`src/rtl/voice_allocator.sv`:
```
// Polyphonic voice allocator: matches, frees or (with VOICE_ALLOC_STEAL_EN)
// steals the oldest voice for each note request over an IDLE/SCAN/COMMIT cycle.
module voice_allocator #(
    parameter int NUM_VOICES = 8,
    parameter int AGE_W      = 8
) (
    input  logic                    Clk,
    input  logic                    Reset_n,
    input  logic                    note_valid,
    input  logic                    note_on,
    input  logic [6:0]              note,
    output logic                    note_ready,
    output logic [NUM_VOICES*7-1:0] voice_freq,
    output logic [NUM_VOICES-1:0]   voice_key,
    output logic                    steal_pulse,
    output logic                    drop_pulse
);
    localparam int IDX_W = (NUM_VOICES > 1) ? $clog2(NUM_VOICES) : 1;

    typedef enum logic [1:0] {IDLE, SCAN, COMMIT} state_t;
    state_t state, state_nxt;

    logic                                req_on;
    logic [6:0]                          req_note;
    logic [NUM_VOICES-1:0][6:0]          freq;
    logic [NUM_VOICES-1:0][AGE_W-1:0]    age;
    logic [NUM_VOICES-1:0]               key;

    logic [NUM_VOICES-1:0] hit_c, hit_q;
    logic                  match_hit_c, free_hit_c, match_hit, free_hit;
    logic [IDX_W-1:0]      match_idx_c, free_idx_c, match_idx, free_idx;
    logic [IDX_W-1:0]      old_idx_c, old_idx;

    logic                  tgt_vld, load_freq, steal_c, drop_c;
    logic [IDX_W-1:0]      tgt_idx;

    assign note_ready = (state == IDLE);
    assign voice_freq = freq;
    assign voice_key  = key;

    always_ff @(posedge Clk or negedge Reset_n) begin
        if (!Reset_n) state <= IDLE;
        else          state <= state_nxt;
    end

    always_comb begin
        state_nxt = state;
        case (state)
            IDLE:    if (note_valid) state_nxt = SCAN;
            SCAN:    state_nxt = COMMIT;
            COMMIT:  state_nxt = IDLE;
            default: state_nxt = IDLE;
        endcase
    end

    // Lowest-index match/free search; oldest active voice, ties to lowest index.
    always_comb begin
        logic [AGE_W-1:0] best_age;
        logic             best_found;
        hit_c       = '0;
        match_hit_c = 1'b0;
        match_idx_c = '0;
        free_hit_c  = 1'b0;
        free_idx_c  = '0;
        old_idx_c   = '0;
        best_age    = '0;
        best_found  = 1'b0;
        for (int i = 0; i < NUM_VOICES; i++) begin
            hit_c[i] = key[i] && (freq[i] == req_note);
            if (hit_c[i] && !match_hit_c) begin
                match_hit_c = 1'b1;
                match_idx_c = IDX_W'(i);
            end
            if (!key[i] && !free_hit_c) begin
                free_hit_c = 1'b1;
                free_idx_c = IDX_W'(i);
            end
            if (key[i] && (!best_found || age[i] > best_age)) begin
                best_found = 1'b1;
                best_age   = age[i];
                old_idx_c  = IDX_W'(i);
            end
        end
    end

    always_comb begin
        tgt_vld   = 1'b0;
        tgt_idx   = '0;
        load_freq = 1'b0;
        steal_c   = 1'b0;
        drop_c    = 1'b0;
        if (req_on) begin
            if (match_hit) begin
                tgt_vld = 1'b1;
                tgt_idx = match_idx;
            end else if (free_hit) begin
                tgt_vld   = 1'b1;
                tgt_idx   = free_idx;
                load_freq = 1'b1;
            end else begin
`ifdef VOICE_ALLOC_STEAL_EN
                tgt_vld   = 1'b1;
                tgt_idx   = old_idx;
                load_freq = 1'b1;
                steal_c   = 1'b1;
`else
                drop_c    = 1'b1;
`endif
            end
        end
    end

    always_ff @(posedge Clk or negedge Reset_n) begin
        if (!Reset_n) begin
            req_on      <= 1'b0;
            req_note    <= '0;
            hit_q       <= '0;
            match_hit   <= 1'b0;
            match_idx   <= '0;
            free_hit    <= 1'b0;
            free_idx    <= '0;
            old_idx     <= '0;
            freq        <= '0;
            age         <= '0;
            key         <= '0;
            steal_pulse <= 1'b0;
            drop_pulse  <= 1'b0;
        end else begin
            steal_pulse <= 1'b0;
            drop_pulse  <= 1'b0;
            if (state == IDLE && note_valid) begin
                req_on   <= note_on;
                req_note <= note;
            end
            if (state == SCAN) begin
                hit_q     <= hit_c;
                match_hit <= match_hit_c;
                match_idx <= match_idx_c;
                free_hit  <= free_hit_c;
                free_idx  <= free_idx_c;
                old_idx   <= old_idx_c;
            end
            if (state == COMMIT) begin
                steal_pulse <= steal_c;
                drop_pulse  <= drop_c;
                for (int i = 0; i < NUM_VOICES; i++) begin
                    if (!req_on) begin
                        if (hit_q[i]) key[i] <= 1'b0;
                    end else if (tgt_vld) begin
                        if (IDX_W'(i) == tgt_idx) begin
                            age[i] <= '0;
                            key[i] <= 1'b1;
                            if (load_freq) freq[i] <= req_note;
                        end else if (key[i] && age[i] != {AGE_W{1'b1}}) begin
                            age[i] <= age[i] + 1'b1;
                        end
                    end
                end
            end
        end
    end
endmodule

```
`config.mk`:
```
export PLATFORM = sky130hd
export DESIGN_NAME = voice_allocator
export DESIGN_NICKNAME = d
export VERILOG_FILES = /design/src/rtl/voice_allocator.sv
export SDC_FILE = /design/constraint.sdc
export NUM_CORES = 1
export LEC_CHECK = 0
export CAP_MARGIN = 20
export CORE_ASPECT_RATIO = 0.5
export CORE_MARGIN = 2
export CORE_UTILIZATION = 50
export DETAILED_ROUTE_END_ITERATION = 8
export PLACE_DENSITY = 0.76
export SETUP_SLACK_MARGIN = 0.1
export SLEW_MARGIN = 20
export SYNTH_ARGS = -nofsm -noshare
export SYNTH_HDL_FRONTEND = slang
export SYNTH_SLANG_ARGS = --single-unit
```
`constraint.sdc`:
```
create_clock -name Clk -period 4.9 [get_ports Clk]
set_input_delay 0.735 -clock Clk [delete_from_list [all_inputs] [get_ports Clk]]
set_output_delay 0.735 -clock Clk [all_outputs]
set_load 0.05 [all_outputs]
```
==> results.yml, run 1 <==
floorplanning:
  die_h_um: 70.6
  row_count: 24
  io_pins: 78
  die_w_um: 137
  die_area_um2: 9690
  start_util: 0.513
  coreArea_um2: 8650
critical_path:
  end_kind: "output pin"
  reg2reg_from: "state[1]$_DFFE_PN0P_"
  rrSetupSlack_ns: 2.45
  crit_fanout: 4
  worst_ep_required_time_ns: 4.16
  cp-start-kind: "flip-flop"
  critPathKind: "reg2out"
  r2r_end: "match_idx[1]$_DFFE_PN0N_"
  arrival_ns: 1.76
  worstRegToRegCells: 6
  cp-startpoint: "state[1]$_DFFE_PN0P_"
sta:
  hold_violations: 0
  worst_slew_pin_slew_ns: 0.827
  whs_ns: 0.448
  setup_violations: 0
  fin_crit_ns: 2.50
  finalSetupTns_ns: 0
  fmax_mhz: 400
  slew_violations: 0
  skew_ns: 0.00727
  period_share: 0.510
  rsz0062_at_grt: "no"
  maxSlewHeadroom: 0.448
logic_synthesis:
  synth-seq-area-share: 0.513
  synthArstFlopShare: 1.00
  ys.flop_type: "dfrtp_1"
  synth.avg_cell_area_um2: 12.2
  synth-edff-count: 0
  synthCells: 365
  ys_types: 51
  yosys_warnings: 0
  syn-num-nets: 376
  netlist_area_um2: 4440
  synth_seq_cells: 91
route:
  drt_iter0_drc: 273
  wirelength_mm: 10.7
  vias: 3014
  drc: 0
  routedWlPerCell_um: 19.3
  dr.pass1.iters: 4
  ant_nets: 0
  vias_per_cell: 5.46
worst_hold_path:
  min_path_type: "reg2reg"
  whs_path_depth: 1
  hold-path-endpoint: "voice_key[4]$_DFFE_PN0P_"
  hold_start: "hit_q[4]$_DFFE_PN0N_"
placed_design:
  io_buffers: 76
  place_congestion: 0.902
  hpwl_mm: 7.66
  placedCellCount: 537
power:
  ir_drop_uv: 362
  power.density_nw_per_um2: 512
  power_uw: 2820
  power.leakage_uw: 0.00244
global_routing:
  grt-ovfl-total: 0
  gr-usage-met3: 0.0731
  busiest_layer: "met1"
  grt.met2_usage: 0.358
  grt_max_degree: 92
  grt_pass1_wl_mm: 17.5
  grt_antenna_before_repair: 0
  grt.total_usage: 0.245
  met1_usage: 0.367
  grt_pass1_vias: 3079
run:
  max_cap_violations: 0
cts:
  clkSlewWorstSetupHoldPaths_ns: 0.06
  clock_sinks: 91
  ctsHoldBuffers: 0
  clock_path_buffers: 2
  htreeDepth: 3
  root_buffer: "clkbuf_16"
  cts_resized: 0
  postCtsSetupBuffers: 0
  clk_latency_ns: 0.34
  numCtsBuffers: 9
  cts_tree: "done"
cells_and_area:
  drive_gt1_frac: 0.221
  synthToLayoutAreaGrowth_pct: 24.1
  stdcell_count: 552
  final_common_cell: "dfrtp_1"
  final_util: 0.637
  layout_common_cells: "91 x dfrtp_1, 75 x clkdlybuf4s50_1, 62 x mux2_2, 30 x xor2_1, 29 x nand2_1"
  fin_nets: 442
  antennaDiodeCount: 0
status:
  status: "finished, final reports clean"
==> per-stage QoR <==
step	cell area (um^2)	worst slack [ns]
floorplan	4440	2.80
global placement	5220	2.45
detailed placement	5230	2.47
CTS	5500	2.38
global route	5510	2.25
finish	5510	2.40
==> how the worst max path moves through the flow <==
stage / slack [ns] / endpoint / depth (start not counted)
floorplan: 2.80 / req_note[0]$_DFFE_PN0P_ / 4
global placement: 2.45 / match_idx[1]$_DFFE_PN0N_ / 6
detailed placement: 2.47 / match_idx[1]$_DFFE_PN0N_ / 6
CTS: 2.38 / note_ready / 2
global route: 2.25 / match_idx[1]$_DFFE_PN0N_ / 6
finish: 2.40 / note_ready / 2
==> state kept, by name, indices dropped and copies added (netlist names) <==
name        count
drop_pulse      1
voice_key       8
voice_freq     56
state           2
free_hit        1
req_note        7
free_idx        3
match_idx       3
hit_q           8
match_hit       1
req_on          1
==> routing by layer <==
metal  part of all wire  up-vias  wire (um)
met5                  0        -          0
met4             0.0045        0         48
met3              0.062        4        666
met2               0.46       73       4880
met1               0.48     1535       5080
li1                   -     1402          -
==> kinds of logic (layout without fill, tap and decap cells) <==
family	after synthesis	after routing	share of synthesized area
other	1	1	0.000845
AO/OA/AOI/OAI	37	37	0.0570
buffers and inverters	23	93	0.0285
XOR/XNOR	56	56	0.111
multiplexers	64	64	0.162
flip-flops	91	91	0.513
AND/OR/NAND/NOR	93	93	0.127
==> critical path: stages (launching register included) <==
cell and delay (ns):
dfrtp_1 0.42, nor2_1 0.17, clkdlybuf4s50_1 0.83
==> layout make-up <==
type                       count  area (um^2)
fill                         656         3140
sequential                    91         2280
clock inverter                 5         36.3
clock buffer                  10          239
multi-input combinational    251         2040
inverter                       2         7.51
timing repair buffer          76          762
tap                          117          146
==> synthesized netlist by cell type (2+ instances only) <==
master	count	area (um^2)
mux2_1	2	22.5
clkbuf_1	3	11.3
o21ai_0	11	55.1
xor2_1	30	263
buf_2	14	70.1
a21oi_1	6	30.0
and4_1	2	17.5
nand2_1	29	109
buf_4	2	15.0
dfrtp_1	91	2280
xnor2_1	26	228
buf_6	2	22.5
mux2_2	62	698
nand2b_1	3	18.8
nor4_1	6	37.5
a22o_1	6	52.6
nor2_1	15	56.3
nand2_2	2	12.5
nor2b_4	2	27.5
nor3_1	2	10.0
nand3_1	5	25.0
nor3_4	3	48.8
nand4_1	13	81.3
==> power by group <==
| part | internal, uW | leakage [uW] | switching, uW |
|---|---|---|---|
| registers | 887 | 0.00122 | 268 |
| logic | 400 | 0.00109 | 615 |
| clock network | 357 | 0.000139 | 291 |
| total | 1640 | 0.00244 | 1170 |
Power figures use the tool's default switching activity.
==> run 2: changes to the inputs <==
- clock period: 4.9 -> 2.3 ns (I/O delays scaled with it)
==> run 2 against run 1 <==
The flow now finishes with violations (hold timing); register-to-register slack worse by 2.2 ns; global-route usage up 0.42 points; setup slack got worse by 2.2 ns; largest power group is now combinational logic.
==> results.yml, run 2 (same netlist as run 1, synthesis figures left out) <==
power:
  power.leakage_uw: 0.00252
  clkPwrFrac: 0.225
  power_switching_uw: 2510
  p_sw_frac: 0.408
  combinationalPowerShare: 0.394
  internal-power_uw: 3630
  ir_drop_uv: 689
  power.density_nw_per_um2: 1080
  power_uw: 6140
  p_seq_frac: 0.381
global_routing:
  grt_antenna_before_repair: 0
  grt.total_usage: 0.249
  grt-ovfl-total: 0
  grt_pass1_vias: 3267
  grt_pass1_wl_mm: 17.9
  grt_max_degree: 50
route:
  drt_iter0_drc: 256
  dr.pass1.iters: 4
  wirelength_mm: 11.2
  routedWlPerCell_um: 19.7
  vias: 3115
  ant_nets: 0
  drc: 0
  vias_per_cell: 5.46
critical_path:
  critPathKind: "reg2out"
  reg2reg_from: "req_note[5]$_DFFE_PN0P_"
  cp-start-kind: "flip-flop"
  r2r_end: "match_idx[2]$_DFFE_PN0N_"
  end_kind: "output pin"
  crit_fanout: 4
  rrSetupSlack_ns: 0.23
  worstRegToRegCells: 7
  worst_ep_required_time_ns: 1.96
  arrival_ns: 1.74
placed_design:
  preCtsSetupSlack_ns: 0.170
  place_area_um2: 5380
  io_buffers: 76
  place_congestion: 0.953
  hpwl_mm: 8.28
  placedCellCount: 554
sta:
  worst_slew_pin_slew_ns: 0.567
  finalSetupTns_ns: 0
  rsz0062_at_grt: "no"
  setup_violations: 0
  hold_violations: 4
  slew_violations: 0
  fin_ws_ns: 0.216
  fmax_mhz: 480
  period_share: 0.906
  skew_ns: 0.00887
  fin_crit_ns: 2.08
  maxSlewHeadroom: 0.622
  whs_ns: -0.00502
cts:
  clock_path_buffers: 2
  htreeDepth: 3
  clk_latency_ns: 0.34
  numCtsBuffers: 9
  root_buffer: "clkbuf_16"
  clkSlewWorstSetupHoldPaths_ns: 0.06
  cts_tree: "done"
  clock_sinks: 91
cells_and_area:
  layout_common_cells: "91 x dfrtp_1, 75 x clkdlybuf4s50_1, 62 x mux2_2, 30 x xor2_1, 29 x nand2_1"
  synthToLayoutAreaGrowth_pct: 27.7
  final_common_cell: "dfrtp_1"
  fin_nets: 459
  antennaDiodeCount: 0
  drive_gt1_frac: 0.247
  largest_register_ff_count: 56
  design_area_um2: 5670
  stdcell_count: 570
status:
  status: "complete, but fails checks"
  violations: "hold timing"
worst_hold_path:
  min_path_type: "in2async"
floorplanning:
  coreArea_um2: 8650
  io_pins: 78
  die_h_um: 70.6
  die_w_um: 137
  start_util: 0.513
  die_area_um2: 9690
  row_count: 24
run:
  max_cap_violations: 0
==> run 2: how the worst max path moves through the flow <==
stage	start	cells after the start	end	slack, ns
after floorplan	state[1]$_DFFE_PN0P_	4	req_note[0]$_DFFE_PN0P_	0.20
after global placement	match_hit$_DFFE_PN0N_	5	voice_freq[12]$_DFFE_PN0P_	0.24
after detailed placement	match_hit$_DFFE_PN0N_	5	voice_freq[11]$_DFFE_PN0P_	0.17
after CTS	match_hit$_DFFE_PN0N_	5	voice_freq[7]$_DFFE_PN0P_	0.17
after global routing	req_note[5]$_DFFE_PN0P_	7	match_idx[2]$_DFFE_PN0N_	0.12
final	state[1]$_DFFE_PN0P_	2	note_ready	0.22
==> run 2: routing by layer <==
| layer | track usage | routed length [um] | up-vias | part of all wire |
|---|---|---|---|---|
| li1 | - | - | 1441 | - |
| met1 | 0.353 | 5020 | 1564 | 0.45 |
| met2 | 0.383 | 5330 | 92 | 0.48 |
| met3 | 0.0674 | 692 | 18 | 0.062 |
| met4 | 0.0676 | 161 | 0 | 0.014 |
| met5 | 0 | 0 | - | 0 |
==> run 2: stage by stage <==
stage | hold slack, ns | utilization
after global placement | 0.365 | 0.622
after global routing | 0.0388 | 0.655
after floorplan | 0.0494 | -
after CTS | 0.0176 | 0.653
final | -0.00502 | 0.655
after detailed placement | 0.379 | 0.622
==> run 2: cell type report <==
| cell class | instances | area (um^2) |
|---|---|---|
| fillers | 661 | 2980 |
| clock inverters | 1 | 7.51 |
| clock buffers | 15 | 268 |
| well taps | 117 | 146 |
| repair buffers | 93 | 911 |
| inverters | 2 | 7.51 |
| flip-flops and latches | 91 | 2280 |
| multi-input cells | 251 | 2050 |
==> run 2: power groups by stage <==
stage / registers, uW / clock network [uW] / logic [uW]
2_1_floorplan: 2860 / 0 / 1030
3_3_place_gp: 2340 / 0 / 2350
3_5_place_dp: 2360 / 0 / 2390
4_1_cts: 2340 / 1400 / 2410
5_1_grt: 2400 / 1470 / 2550
6_report: 2340 / 1380 / 2420
==> run 2: critical path, cell delays in order (launching register included) <==
cell,delay [ns]
dfrtp_1,0.42
nor2_1,0.16
clkdlybuf4s50_1,0.82
==> run 2: timing repair <==
item,4_1_cts,5_1_grt
hold buffers,0,0
setup endpoints to repair,0,18
resized for setup,0,4
setup buffers,0,0
==> run 3: changes to the inputs <==
- CTS_BUF_LIST: not set -> sky130_fd_sc_hd__clkbuf_16
- RECOVER_POWER: not set -> 100
==> run 3 against run 2 <==
The run now ends clean; die area did not move; sequential share of layout area up 0.44 points; wire length increased by 0.28%; non-clock buffer count did not move; final area shrank 1.1%; clock power decreased by 7%; register-to-register slack worse by 0.097 ns; critical path type is now reg2reg; critical endpoint is now voice_freq[35]$_DFFE_PN0P_; largest power group is now sequential cells.
==> results.yml, run 3 (same netlist as run 1, synthesis figures left out) <==
sta:
  fin_crit_ns: 2.17
  period_share: 0.942
  maxSlewHeadroom: 0.260
  rsz0062_at_grt: "no"
  slew_violations: 0
  skew_ns: 0.00791
  setup_violations: 0
  finalSetupTns_ns: 0
  worst_slew_pin_slew_ns: 1.11
  fmax_mhz: 462
  hold_violations: 0
cts:
  ctsHoldBuffers: 0
  clk_latency_ns: 0.34
  root_buffer: "clkbuf_16"
  cts_tree: "done"
  numCtsBuffers: 9
  clock_path_buffers: 2
  htreeDepth: 3
  clock_sinks: 91
  clkSlewWorstSetupHoldPaths_ns: 0.06
status:
  status: "finished, final reports clean"
placed_design:
  hpwl_mm: 8.28
  io_buffers: 76
  place_congestion: 0.953
worst_hold_path:
  min_path_type: "in2async"
critical_path:
  crit_chain: "nor2b_4 > a22oi_1 > nand2b_4 > nor2_1 > nand2_2 > mux2_2"
  worst_ep_required_time_ns: 2.52
  cp-start-kind: "flip-flop"
  crit_buf_inv: 0
  slowest_delay_ns: 0.50
  cp-startpoint: "match_hit$_DFFE_PN0N_"
  cp_top_family: "simple AND/OR/NAND/NOR gates"
  cpMaxStageDelayCell: "dfrtp_1"
  crit_fanout: 9
  rrSetupSlack_ns: 0.13
  end_kind: "flip-flop"
  reg2reg_from: "match_hit$_DFFE_PN0N_"
  critPathKind: "reg2reg"
  arrival_ns: 2.38
cells_and_area:
  nFillCells: 675
  synthToLayoutAreaGrowth_pct: 26.4
  fin_nets: 459
  layout_common_cells: "91 x dfrtp_1, 66 x dlygate4sd3_1, 60 x mux2_2, 30 x xor2_1, 29 x nand2_1"
  antennaDiodeCount: 0
  final_util: 0.648
  largest_register_ff_count: 56
  drive_gt1_frac: 0.225
  seqCellArea_um2: 2280
  final_common_cell: "dfrtp_1"
  multiInputGateArea_um2: 2020
route:
  wirelength_mm: 11.2
  vias_per_cell: 5.48
  ant_nets: 0
  vias: 3124
  drc: 0
  routedWlPerCell_um: 19.7
  drt_iter0_drc: 206
  dr.pass1.iters: 4
floorplanning:
  die_w_um: 137
  io_pins: 78
  coreArea_um2: 8650
  start_util: 0.513
  die_area_um2: 9690
  die_h_um: 70.6
  row_count: 24
global_routing:
  gr-usage-met3: 0.0688
  grt_max_degree: 50
  met1_usage: 0.353
  busiest_layer: "met2"
  grt-ovfl-total: 0
  grt_antenna_before_repair: 0
  grt.met2_usage: 0.385
  grt_pass1_wl_mm: 17.9
  grt_pass1_vias: 3253
  grt.total_usage: 0.249
power:
  power_uw: 5950
  power.density_nw_per_um2: 1060
  power.leakage_uw: 0.00271
  ir_drop_uv: 659
run:
  max_cap_violations: 0
[run 3: cell count changes in the layout (fill, tap and decap cells not counted), sizes merged]
cell / before / now
clkdlybuf4s50: 75 / 9
dlygate4sd3: 0 / 66
inv: 1 / 5
buf: 18 / 15
clkbuf: 15 / 12
clkinv: 1 / 3
[run 3: power by group]
part           internal [uW]  total (uW)  leakage [uW]  switching (uW)
combinational            858        2320       0.00136            1470
sequential              1890        2340       0.00122             441
clock                    709        1290      0.000135             582
total                   3460        5950       0.00271            2490
[run 3: repair_timing]
action,in CTS,in global routing
hold endpoints to repair,0,0
setup endpoints to repair,0,18
gates resized for setup,0,4
buffers inserted,0,0
[run 3: area by class of cell]
class,instances,share of cell area
clock inverters,7,0.00536
repair buffers,93,0.161
clock buffers,9,0.0402
multi-input cells,251,0.360
well taps,117,0.0261
inverters,2,0.00134
flip-flops and latches,91,0.406
[run 3: through the flow]
stage / instances / hold slack (ns) / cell area [um^2] / setup slack (ns)
final: 570 / 0.204 / 5610 / 0.133
after global routing: 570 / 0.298 / 5610 / 0.0697
after CTS: 570 / 0.0156 / 5630 / 0.169
after detailed placement: 554 / 0.379 / 5380 / 0.170
after global placement: 554 / 0.365 / 5380 / 0.245
after floorplan: 365 / 0.0494 / 4440 / 0.201
[run 3: final timing paths]
path / to / cells past startpoint
min in group Clk: hit_q[2]$_DFFE_PN0N_ / 2
worst max-delay path: voice_freq[35]$_DFFE_PN0P_ / 6
worst min-delay path: req_note[1]$_DFFE_PN0P_ / 1
max in group asynchronous: free_idx[2]$_DFFE_PN0N_ / 2
worst max register to register: voice_freq[35]$_DFFE_PN0P_ / 6
worst min register to register: hit_q[2]$_DFFE_PN0N_ / 2
[run 3: routing by layer]
metal	routed length [um]	vias up	part of all wire
met2	5310	94	0.47
met5	0	-	0
met3	634	20	0.056
met1	5130	1567	0.46
met4	158	0	0.014
li1	-	1443	-
